===== config.mk =====
export PLATFORM = sky130hd
export DESIGN_NAME = uart_cmd_parser
export DESIGN_NICKNAME = d
export VERILOG_FILES = /design/src/rtl/uart_cmd_parser.sv
export SDC_FILE = /design/constraint.sdc
export NUM_CORES = 1
export LEC_CHECK = 0
export BUFFER_PORTS_ARGS = -buffer_cell sky130_fd_sc_hd__buf_4
export CAP_MARGIN = 20
export CELL_PAD_IN_SITES_DETAIL_PLACEMENT = 1
export CELL_PAD_IN_SITES_GLOBAL_PLACEMENT = 2
export CORE_MARGIN = 2
export CORE_UTILIZATION = 33
export DETAILED_ROUTE_END_ITERATION = 10
export PLACE_DENSITY = 0.86
export SYNTH_ARGS = -nofsm -noshare
export SYNTH_HDL_FRONTEND = slang
export SYNTH_SLANG_ARGS = --single-unit

===== constraint.sdc =====
create_clock -name clk -period 2.4 [get_ports clk]
set_input_delay 0 -clock clk [delete_from_list [all_inputs] [get_ports clk]]
set_output_delay 0 -clock clk [all_outputs]
set_load 0.02 [all_outputs]

===== src/rtl/uart_cmd_parser.sv =====
`default_nettype none
// +--------------------------------------------------------------------------+
// | uart_cmd_parser: decodes UART command frames (WR/RD/ALU), drives the     |
// | register-file and ALU strobes and queues response bytes for transmit.    |
// | Optional CMD_ERR_DROP_EN: abort the frame on a flagged receive byte.     |
// | Revision: 1.0                                                            |
// +--------------------------------------------------------------------------+
module uart_cmd_parser #(
    parameter int D_WIDTH = 8,
    parameter int ADDR_W  = 4
) (
    input  logic                   clk,
    input  logic                   rst,
    input  logic [D_WIDTH-1:0]     rx_data,
    input  logic                   rx_valid,
    input  logic                   parity_error,
    input  logic                   framing_error,
    input  logic [D_WIDTH-1:0]     rf_rd_data,
    input  logic                   rf_rd_valid,
    input  logic [2*D_WIDTH-1:0]   alu_out,
    input  logic                   alu_out_valid,
    input  logic                   tx_fifo_full,
    output logic                   rf_wr_en,
    output logic                   rf_rd_en,
    output logic [ADDR_W-1:0]      rf_addr,
    output logic [D_WIDTH-1:0]     rf_wr_data,
    output logic                   alu_en,
    output logic [3:0]             alu_fun,
    output logic                   clk_gate_en,
    output logic [D_WIDTH-1:0]     tx_data,
    output logic                   tx_valid,
    output logic                   cmd_err
);

    localparam logic [3:0] c_IDLE     = 4'd0;
    localparam logic [3:0] c_WR_ADDR  = 4'd1;
    localparam logic [3:0] c_WR_DATA  = 4'd2;
    localparam logic [3:0] c_RD_ADDR  = 4'd3;
    localparam logic [3:0] c_RD_WAIT  = 4'd4;
    localparam logic [3:0] c_ALU_A    = 4'd5;
    localparam logic [3:0] c_ALU_B    = 4'd6;
    localparam logic [3:0] c_ALU_FUN  = 4'd7;
    localparam logic [3:0] c_ALU_WAIT = 4'd8;
    localparam logic [3:0] c_TX_SEND  = 4'd9;

    localparam logic [D_WIDTH-1:0] c_CMD_WR      = D_WIDTH'(8'hAA);
    localparam logic [D_WIDTH-1:0] c_CMD_RD      = D_WIDTH'(8'hBB);
    localparam logic [D_WIDTH-1:0] c_CMD_ALU_OP  = D_WIDTH'(8'hCC);
    localparam logic [D_WIDTH-1:0] c_CMD_ALU_NOP = D_WIDTH'(8'hDD);

    logic [3:0]           r_state;
    logic [3:0]           w_next_state;
    logic                 w_err_abort;
    logic                 r_rf_wr_en;
    logic                 r_rf_rd_en;
    logic [ADDR_W-1:0]    r_rf_addr;
    logic [ADDR_W-1:0]    r_wr_addr;
    logic [D_WIDTH-1:0]   r_rf_wr_data;
    logic                 r_alu_en;
    logic [3:0]           r_alu_fun;
    logic                 r_clk_gate_en;
    logic [D_WIDTH-1:0]   r_tx_data;
    logic                 r_tx_valid;
    logic                 r_cmd_err;
    logic [2*D_WIDTH-1:0] r_resp;
    logic                 r_tx_idx;
    logic                 r_tx_last;

`ifdef CMD_ERR_DROP_EN
    logic w_rx_state;

    always_comb begin
        w_rx_state = (r_state == c_IDLE)    || (r_state == c_WR_ADDR) ||
                     (r_state == c_WR_DATA) || (r_state == c_RD_ADDR) ||
                     (r_state == c_ALU_A)   || (r_state == c_ALU_B)   ||
                     (r_state == c_ALU_FUN);
    end

    assign w_err_abort = rx_valid & (parity_error | framing_error) & w_rx_state;
`else
    logic w_unused_err;

    assign w_unused_err = parity_error ^ framing_error;
    assign w_err_abort  = 1'b0;
`endif

    always_comb begin
        w_next_state = r_state;
        if (w_err_abort) begin
            w_next_state = c_IDLE;
        end else begin
            case (r_state)
                c_IDLE: begin
                    if (rx_valid) begin
                        case (rx_data)
                            c_CMD_WR:      w_next_state = c_WR_ADDR;
                            c_CMD_RD:      w_next_state = c_RD_ADDR;
                            c_CMD_ALU_OP:  w_next_state = c_ALU_A;
                            c_CMD_ALU_NOP: w_next_state = c_ALU_FUN;
                            default:       w_next_state = c_IDLE;
                        endcase
                    end
                end
                c_WR_ADDR:  if (rx_valid) w_next_state = c_WR_DATA;
                c_WR_DATA:  if (rx_valid) w_next_state = c_IDLE;
                c_RD_ADDR:  if (rx_valid) w_next_state = c_RD_WAIT;
                c_RD_WAIT:  if (rf_rd_valid) w_next_state = c_TX_SEND;
                c_ALU_A:    if (rx_valid) w_next_state = c_ALU_B;
                c_ALU_B:    if (rx_valid) w_next_state = c_ALU_FUN;
                c_ALU_FUN:  if (rx_valid) w_next_state = c_ALU_WAIT;
                c_ALU_WAIT: if (alu_out_valid) w_next_state = c_TX_SEND;
                c_TX_SEND:  if (!tx_fifo_full && (r_tx_idx == r_tx_last)) w_next_state = c_IDLE;
                default:    w_next_state = c_IDLE;
            endcase
        end
    end

    always_ff @(posedge clk or negedge rst) begin
        if (!rst) begin
            r_state       <= c_IDLE;
            r_rf_wr_en    <= 1'b0;
            r_rf_rd_en    <= 1'b0;
            r_rf_addr     <= '0;
            r_wr_addr     <= '0;
            r_rf_wr_data  <= '0;
            r_alu_en      <= 1'b0;
            r_alu_fun     <= 4'd0;
            r_clk_gate_en <= 1'b0;
            r_tx_data     <= '0;
            r_tx_valid    <= 1'b0;
            r_cmd_err     <= 1'b0;
            r_resp        <= '0;
            r_tx_idx      <= 1'b0;
            r_tx_last     <= 1'b0;
        end else begin
            r_state       <= w_next_state;
            r_rf_wr_en    <= 1'b0;
            r_rf_rd_en    <= 1'b0;
            r_alu_en      <= 1'b0;
            r_tx_valid    <= 1'b0;
            r_cmd_err     <= w_err_abort;
            // Registered from the next state so the gate tracks ALU_FUN/ALU_WAIT exactly.
            r_clk_gate_en <= (w_next_state == c_ALU_FUN) || (w_next_state == c_ALU_WAIT);
            if (!w_err_abort) begin
                case (r_state)
                    c_WR_ADDR: if (rx_valid) r_wr_addr <= rx_data[ADDR_W-1:0];
                    c_WR_DATA: begin
                        if (rx_valid) begin
                            r_rf_wr_en   <= 1'b1;
                            r_rf_addr    <= r_wr_addr;
                            r_rf_wr_data <= rx_data;
                        end
                    end
                    c_RD_ADDR: begin
                        if (rx_valid) begin
                            r_rf_rd_en <= 1'b1;
                            r_rf_addr  <= rx_data[ADDR_W-1:0];
                        end
                    end
                    c_RD_WAIT: begin
                        if (rf_rd_valid) begin
                            r_resp    <= {{D_WIDTH{1'b0}}, rf_rd_data};
                            r_tx_idx  <= 1'b0;
                            r_tx_last <= 1'b0;
                        end
                    end
                    c_ALU_A: begin
                        if (rx_valid) begin
                            r_rf_wr_en   <= 1'b1;
                            r_rf_addr    <= '0;
                            r_rf_wr_data <= rx_data;
                        end
                    end
                    c_ALU_B: begin
                        if (rx_valid) begin
                            r_rf_wr_en   <= 1'b1;
                            r_rf_addr    <= ADDR_W'(1);
                            r_rf_wr_data <= rx_data;
                        end
                    end
                    c_ALU_FUN: begin
                        if (rx_valid) begin
                            r_alu_en  <= 1'b1;
                            r_alu_fun <= rx_data[3:0];
                        end
                    end
                    c_ALU_WAIT: begin
                        if (alu_out_valid) begin
                            r_resp    <= alu_out;
                            r_tx_idx  <= 1'b0;
                            r_tx_last <= 1'b1;
                        end
                    end
                    c_TX_SEND: begin
                        if (!tx_fifo_full) begin
                            r_tx_valid <= 1'b1;
                            r_tx_data  <= r_tx_idx ? r_resp[2*D_WIDTH-1:D_WIDTH] : r_resp[D_WIDTH-1:0];
                            r_tx_idx   <= r_tx_idx + 1'b1;
                        end
                    end
                    default: ;
                endcase
            end
        end
    end

    assign rf_wr_en    = r_rf_wr_en;
    assign rf_rd_en    = r_rf_rd_en;
    assign rf_addr     = r_rf_addr;
    assign rf_wr_data  = r_rf_wr_data;
    assign alu_en      = r_alu_en;
    assign alu_fun     = r_alu_fun;
    assign clk_gate_en = r_clk_gate_en;
    assign tx_data     = r_tx_data;
    assign tx_valid    = r_tx_valid;
    assign cmd_err     = r_cmd_err;

endmodule
`default_nettype wire


==> metrics.txt <==
# TYPE chip_impl_metric gauge
chip_impl_info{name="result_of_the_run",value="finished, final reports clean"} 1
chip_impl_metric{name="synthXorXnorAreaFrac",unit=""} 0.01049
chip_impl_metric{name="drt-total-wl",unit="mm"} 6.560
chip_impl_metric{name="detailedPlace.worstSlack",unit="ns"} 0.4274
chip_impl_metric{name="timing.fmax",unit="GHz"} 0.5078
chip_impl_metric{name="antenna_found_initial",unit=""} 0
chip_impl_metric{name="final_layout_size_suffix_gt1_frac",unit=""} 0.3386
chip_impl_metric{name="max-slew-margin-rel",unit=""} 0.5308
chip_impl_metric{name="report.final.setup_viol",unit=""} 0
chip_impl_metric{name="placement_rows",unit=""} 31
chip_impl_metric{name="core-area",unit="sq um"} 7292
chip_impl_metric{name="layout.cells.non_filler",unit=""} 415
chip_impl_metric{name="peak_supply_drop",unit="V"} 0.0002983
chip_impl_info{name="r2r_start",value="r_state[2]$_DFF_PN0_"} 1
chip_impl_metric{name="grt_pass1_vias",unit=""} 2069
chip_impl_metric{name="num_antenna_cells",unit=""} 0
chip_impl_info{name="timing.hold.worst.class",value="input pin to flop"} 1
chip_impl_info{name="layout_commonest_cell",value="sky130_fd_sc_hd__buf_4"} 1
chip_impl_metric{name="share_seq_of_total_power",unit=""} 0.433
chip_impl_info{name="worst-setup-path-type",value="flop to flop"} 1
chip_impl_metric{name="path_clk_slew",unit="ns"} 0.09
chip_impl_metric{name="power.combinational.fraction",unit=""} 0.417
chip_impl_metric{name="first_pass_grt_wire_length",unit="mm"} 11.02
chip_impl_metric{name="pin_count",unit=""} 70
chip_impl_info{name="clock-root-buffer",value="sky130_fd_sc_hd__clkbuf_8"} 1
chip_impl_metric{name="worst_skew_late_latency",unit="ns"} 0.31
chip_impl_info{name="setup.worst_path.end_class",value="flop"} 1
chip_impl_metric{name="internal-power",unit="mW"} 2.335
chip_impl_metric{name="detail_route.first_pass.iterations",unit=""} 4
chip_impl_metric{name="worstPathArrival",unit="ns"} 2.17
chip_impl_metric{name="number_of_failing_hold_endpoints_at_the_final_stage",unit=""} 0
chip_impl_metric{name="ff_latch_count_synth",unit=""} 55
chip_impl_info{name="most_frequent_cells_in_the_layout",value="sky130_fd_sc_hd__buf_4 (71), sky130_fd_sc_hd__dfrtp_1 (55), sky130_fd_sc_hd__dlygate4sd3_1 (31)"} 1
chip_impl_metric{name="synthToLayoutAreaGrowth",unit="%"} 40.81
chip_impl_metric{name="final-max-slew-violation-count",unit=""} 0
chip_impl_metric{name="clkPwrFrac",unit=""} 0.150
chip_impl_metric{name="deepest_level_of_the_cts_h_tree",unit=""} 2
chip_impl_metric{name="syn_nets",unit=""} 256
chip_impl_metric{name="grt_start_max_net_pins",unit=""} 56
chip_impl_metric{name="io_buffers",unit=""} 66
chip_impl_metric{name="synth.area.mux_share",unit=""} 0.1598
chip_impl_metric{name="grt_remaining_overflow",unit=""} 0
chip_impl_info{name="clock_tree_from_tritoncts",value="built"} 1
chip_impl_metric{name="leakage_component_of_the_power",unit="nW"} 1.584
chip_impl_metric{name="worst_pin_slew",unit="ns"} 0.7039
chip_impl_metric{name="post-route-drc-count",unit=""} 0
chip_impl_metric{name="ys_warn_count",unit=""} 0
chip_impl_metric{name="syn_area",unit="sq um"} 2505
chip_impl_metric{name="postSynthAreaPerCell",unit="sq um"} 11.60
chip_impl_metric{name="placed_cells",unit=""} 376
chip_impl_metric{name="synth.yosys.seq_area_share",unit=""} 0.5495
chip_impl_metric{name="post_syn_instances",unit=""} 216
chip_impl_info{name="crit_path_end",value="clk_gate_en$_DFF_PN0_"} 1
chip_impl_metric{name="wire_per_inst",unit="um"} 15.81
chip_impl_info{name="yosys.area.top_type",value="sky130_fd_sc_hd__dfrtp_1"} 1
chip_impl_metric{name="ctsLongestPathBuffers",unit=""} 2
chip_impl_metric{name="synth_compound_gate_area_share",unit=""} 0.1324
chip_impl_metric{name="net-switching-power",unit="mW"} 1.327
chip_impl_info{name="synth_top_family_by_area",value="multiplexers"} 1
chip_impl_metric{name="post-cts-setup-buffers",unit=""} 0
chip_impl_metric{name="floorplan.die_area",unit="sq um"} 8304
chip_impl_info{name="critPathLaunch",value="r_state[2]$_DFF_PN0_"} 1
chip_impl_metric{name="dp.final_hpwl",unit="mm"} 4.283
chip_impl_metric{name="routabilityCongestion",unit=""} 0.7663
chip_impl_info{name="synthTopCellsByArea",value="sky130_fd_sc_hd__dfrtp_1 (55%), sky130_fd_sc_hd__mux2_2 (9.0%), sky130_fd_sc_hd__mux2i_1 (6.4%)"} 1
chip_impl_metric{name="reg2reg_depth",unit=""} 5
chip_impl_metric{name="power_per_standard_cell_area",unit="nW/um^2"} 1038
chip_impl_metric{name="skew",unit="ns"} 0.005920
chip_impl_info{name="crit-reg2reg-capture",value="clk_gate_en$_DFF_PN0_"} 1
chip_impl_info{name="rsz0062_at_grt",value="no"} 1
chip_impl_metric{name="timing.setup.tns",unit="ns"} 0
chip_impl_metric{name="final_nets",unit=""} 355
chip_impl_metric{name="detailroute.via_count",unit=""} 2030
chip_impl_metric{name="required",unit="ns"} 2.60
chip_impl_metric{name="via_per_inst",unit=""} 4.892
chip_impl_metric{name="layout_min_cycle_time",unit="ns"} 1.969
chip_impl_metric{name="tritoncts.num_buffers",unit=""} 5
chip_impl_metric{name="final_util",unit=""} 0.4837
chip_impl_metric{name="fraction_of_the_mapped_netlist_area_in_simple_logic_gates",unit=""} 0.1284
chip_impl_metric{name="starting_utilization_of_the_core_area",unit=""} 0.3435
chip_impl_metric{name="die-height",unit="um"} 91.13
chip_impl_metric{name="adder_cell_fraction_of_synth_area",unit=""} 0
chip_impl_metric{name="rrSetupSlack",unit="ns"} 0.43
chip_impl_metric{name="globalRouteTotalUtil",unit=""} 0.1682
chip_impl_metric{name="cts_sinks",unit=""} 55
chip_impl_metric{name="synth_enable_flop_cells",unit=""} 0
chip_impl_metric{name="layout_setup_ws",unit="ns"} 0.4308
chip_impl_metric{name="route.antenna.remaining_nets",unit=""} 0
chip_impl_info{name="critical_path_launch_point_type",value="flop"} 1
chip_impl_metric{name="drtIter0Drc",unit=""} 98
chip_impl_metric{name="power.switching_fraction",unit=""} 0.3624
chip_impl_metric{name="die_width",unit="um"} 91.13
chip_impl_metric{name="yosysUniqueCellTypes",unit=""} 41
chip_impl_metric{name="synthDominantCellAreaShare",unit=""} 0.5495
chip_impl_metric{name="max-cap-violations",unit=""} 0
chip_impl_metric{name="fillers",unit=""} 833
chip_impl_metric{name="async_flop_share",unit=""} 1.000
chip_impl_info{name="synth_flop_cell",value="sky130_fd_sc_hd__dfrtp_1"} 1
chip_impl_metric{name="timing.critical_path.fanout_max",unit=""} 13
chip_impl_metric{name="timing.final.crit_share",unit=""} 0.8205
==> sequential cells by signal, summed over array words and instances (netlist names) <==
name	count
r_resp	16
alu_fun	4
r_state	4
clk_gate_en	1
tx_valid	1
r_tx_idx	1
rf_wr_en	1
alu_en	1
rf_rd_en	1
rf_addr	4
tx_data	8
r_tx_last	1
rf_wr_data	8
r_wr_addr	4
==> kinds of logic (layout without fill, tap and decap cells) <==
logic type             after synthesis  in the layout
AND/OR/NAND/NOR                     60             60
buffers and inverters               10            110
other                                1              1
AO/OA/AOI/OAI                       50             50
XOR/XNOR                             3              3
multiplexers                        37             37
flip-flops                          55             55
==> worst min path at each step <==
stage               startpoint                   endpoint  slack (ns)  cells after the start
finish              alu_out[7]      r_resp[7]$_DFFE_PN0P_       0.007                      3
global route        alu_out[7]      r_resp[7]$_DFFE_PN0P_        0.05                      3
CTS                 alu_out[7]      r_resp[7]$_DFFE_PN0P_      0.0008                      3
detailed placement         rst         rf_wr_en$_DFF_PN0_        0.09                      1
global placement           rst  rf_wr_data[3]$_DFFE_PN0P_        0.09                      1
floorplan                  rst           alu_en$_DFF_PN0_       -0.30                      0
==> synthesized netlist by cell type, types with 2 or more instances <==
master                     number
sky130_fd_sc_hd__xor2_1         2
sky130_fd_sc_hd__o22ai_1        2
sky130_fd_sc_hd__clkbuf_1       5
sky130_fd_sc_hd__a22o_1        11
sky130_fd_sc_hd__nor2_1        24
sky130_fd_sc_hd__dfrtp_1       55
sky130_fd_sc_hd__buf_2          3
sky130_fd_sc_hd__o21ai_0        6
sky130_fd_sc_hd__a21o_1         2
sky130_fd_sc_hd__mux2_2        20
sky130_fd_sc_hd__o32ai_1        2
sky130_fd_sc_hd__nand4_1        2
sky130_fd_sc_hd__a21oi_2        2
sky130_fd_sc_hd__nor2b_1        4
sky130_fd_sc_hd__nand2b_1       5
sky130_fd_sc_hd__and2_1         2
sky130_fd_sc_hd__a21oi_1       21
sky130_fd_sc_hd__nand2_1        8
sky130_fd_sc_hd__mux2i_1       16
sky130_fd_sc_hd__nand3_1        3
==> stage by stage <==
step	area [sq um]	hold slack, ns	power (mW)
2_1_floorplan	2505	-0.2956	2.508
6_report	3527	0.007220	3.662
4_1_cts	3527	0.0008064	3.689
3_5_place_dp	3117	0.09367	3.087
5_1_grt	3527	0.04944	3.937
3_3_place_gp	3117	0.08840	3.035
==> timing repair <==
| action | in CTS | in global routing |
|---|---|---|
| hold buffers | 31 | 0 |
| gates resized for setup | 0 | 0 |
| endpoints found under the setup margin | 0 | 0 |
| endpoints found under the hold margin | 88 | 0 |
==> area by class of cell <==
class	count	area [sq um]	share of cell area
flip-flops and latches	55	1376	0.3902
multi-input cells	151	1084	0.3072
repair buffers	102	843.3	0.2391
well taps	99	123.9	0.03512
clock buffers	8	100.1	0.02838
==> power groups by stage <==
stage / sequential, mW / combinational [mW] / clock, mW
after floorplan: 1.72 / 0.789 / 0
after global placement: 1.59 / 1.45 / 0
after detailed placement: 1.60 / 1.48 / 0
after CTS: 1.59 / 1.53 / 0.574
after global routing: 1.65 / 1.68 / 0.611
final: 1.59 / 1.53 / 0.550
==> layer usage <==
layer	global-route usage	up-vias	part of all wire
met5	0	-	0
met4	0.04924	0	0.014
met3	0.02656	8	0.031
met2	0.2747	40	0.49
met1	0.2315	1008	0.46
li1	-	974	-
==> worst max-delay path, cell delays in order (launching register included) <==
cell	delay, ns
sky130_fd_sc_hd__dfrtp_1	0.57
sky130_fd_sc_hd__nand2b_2	0.25
sky130_fd_sc_hd__nor2_1	0.08
sky130_fd_sc_hd__o21a_1	0.12
sky130_fd_sc_hd__or4_4	0.54
sky130_fd_sc_hd__mux2_4	0.31
Note: power is estimated with default switching activity, not from simulation.
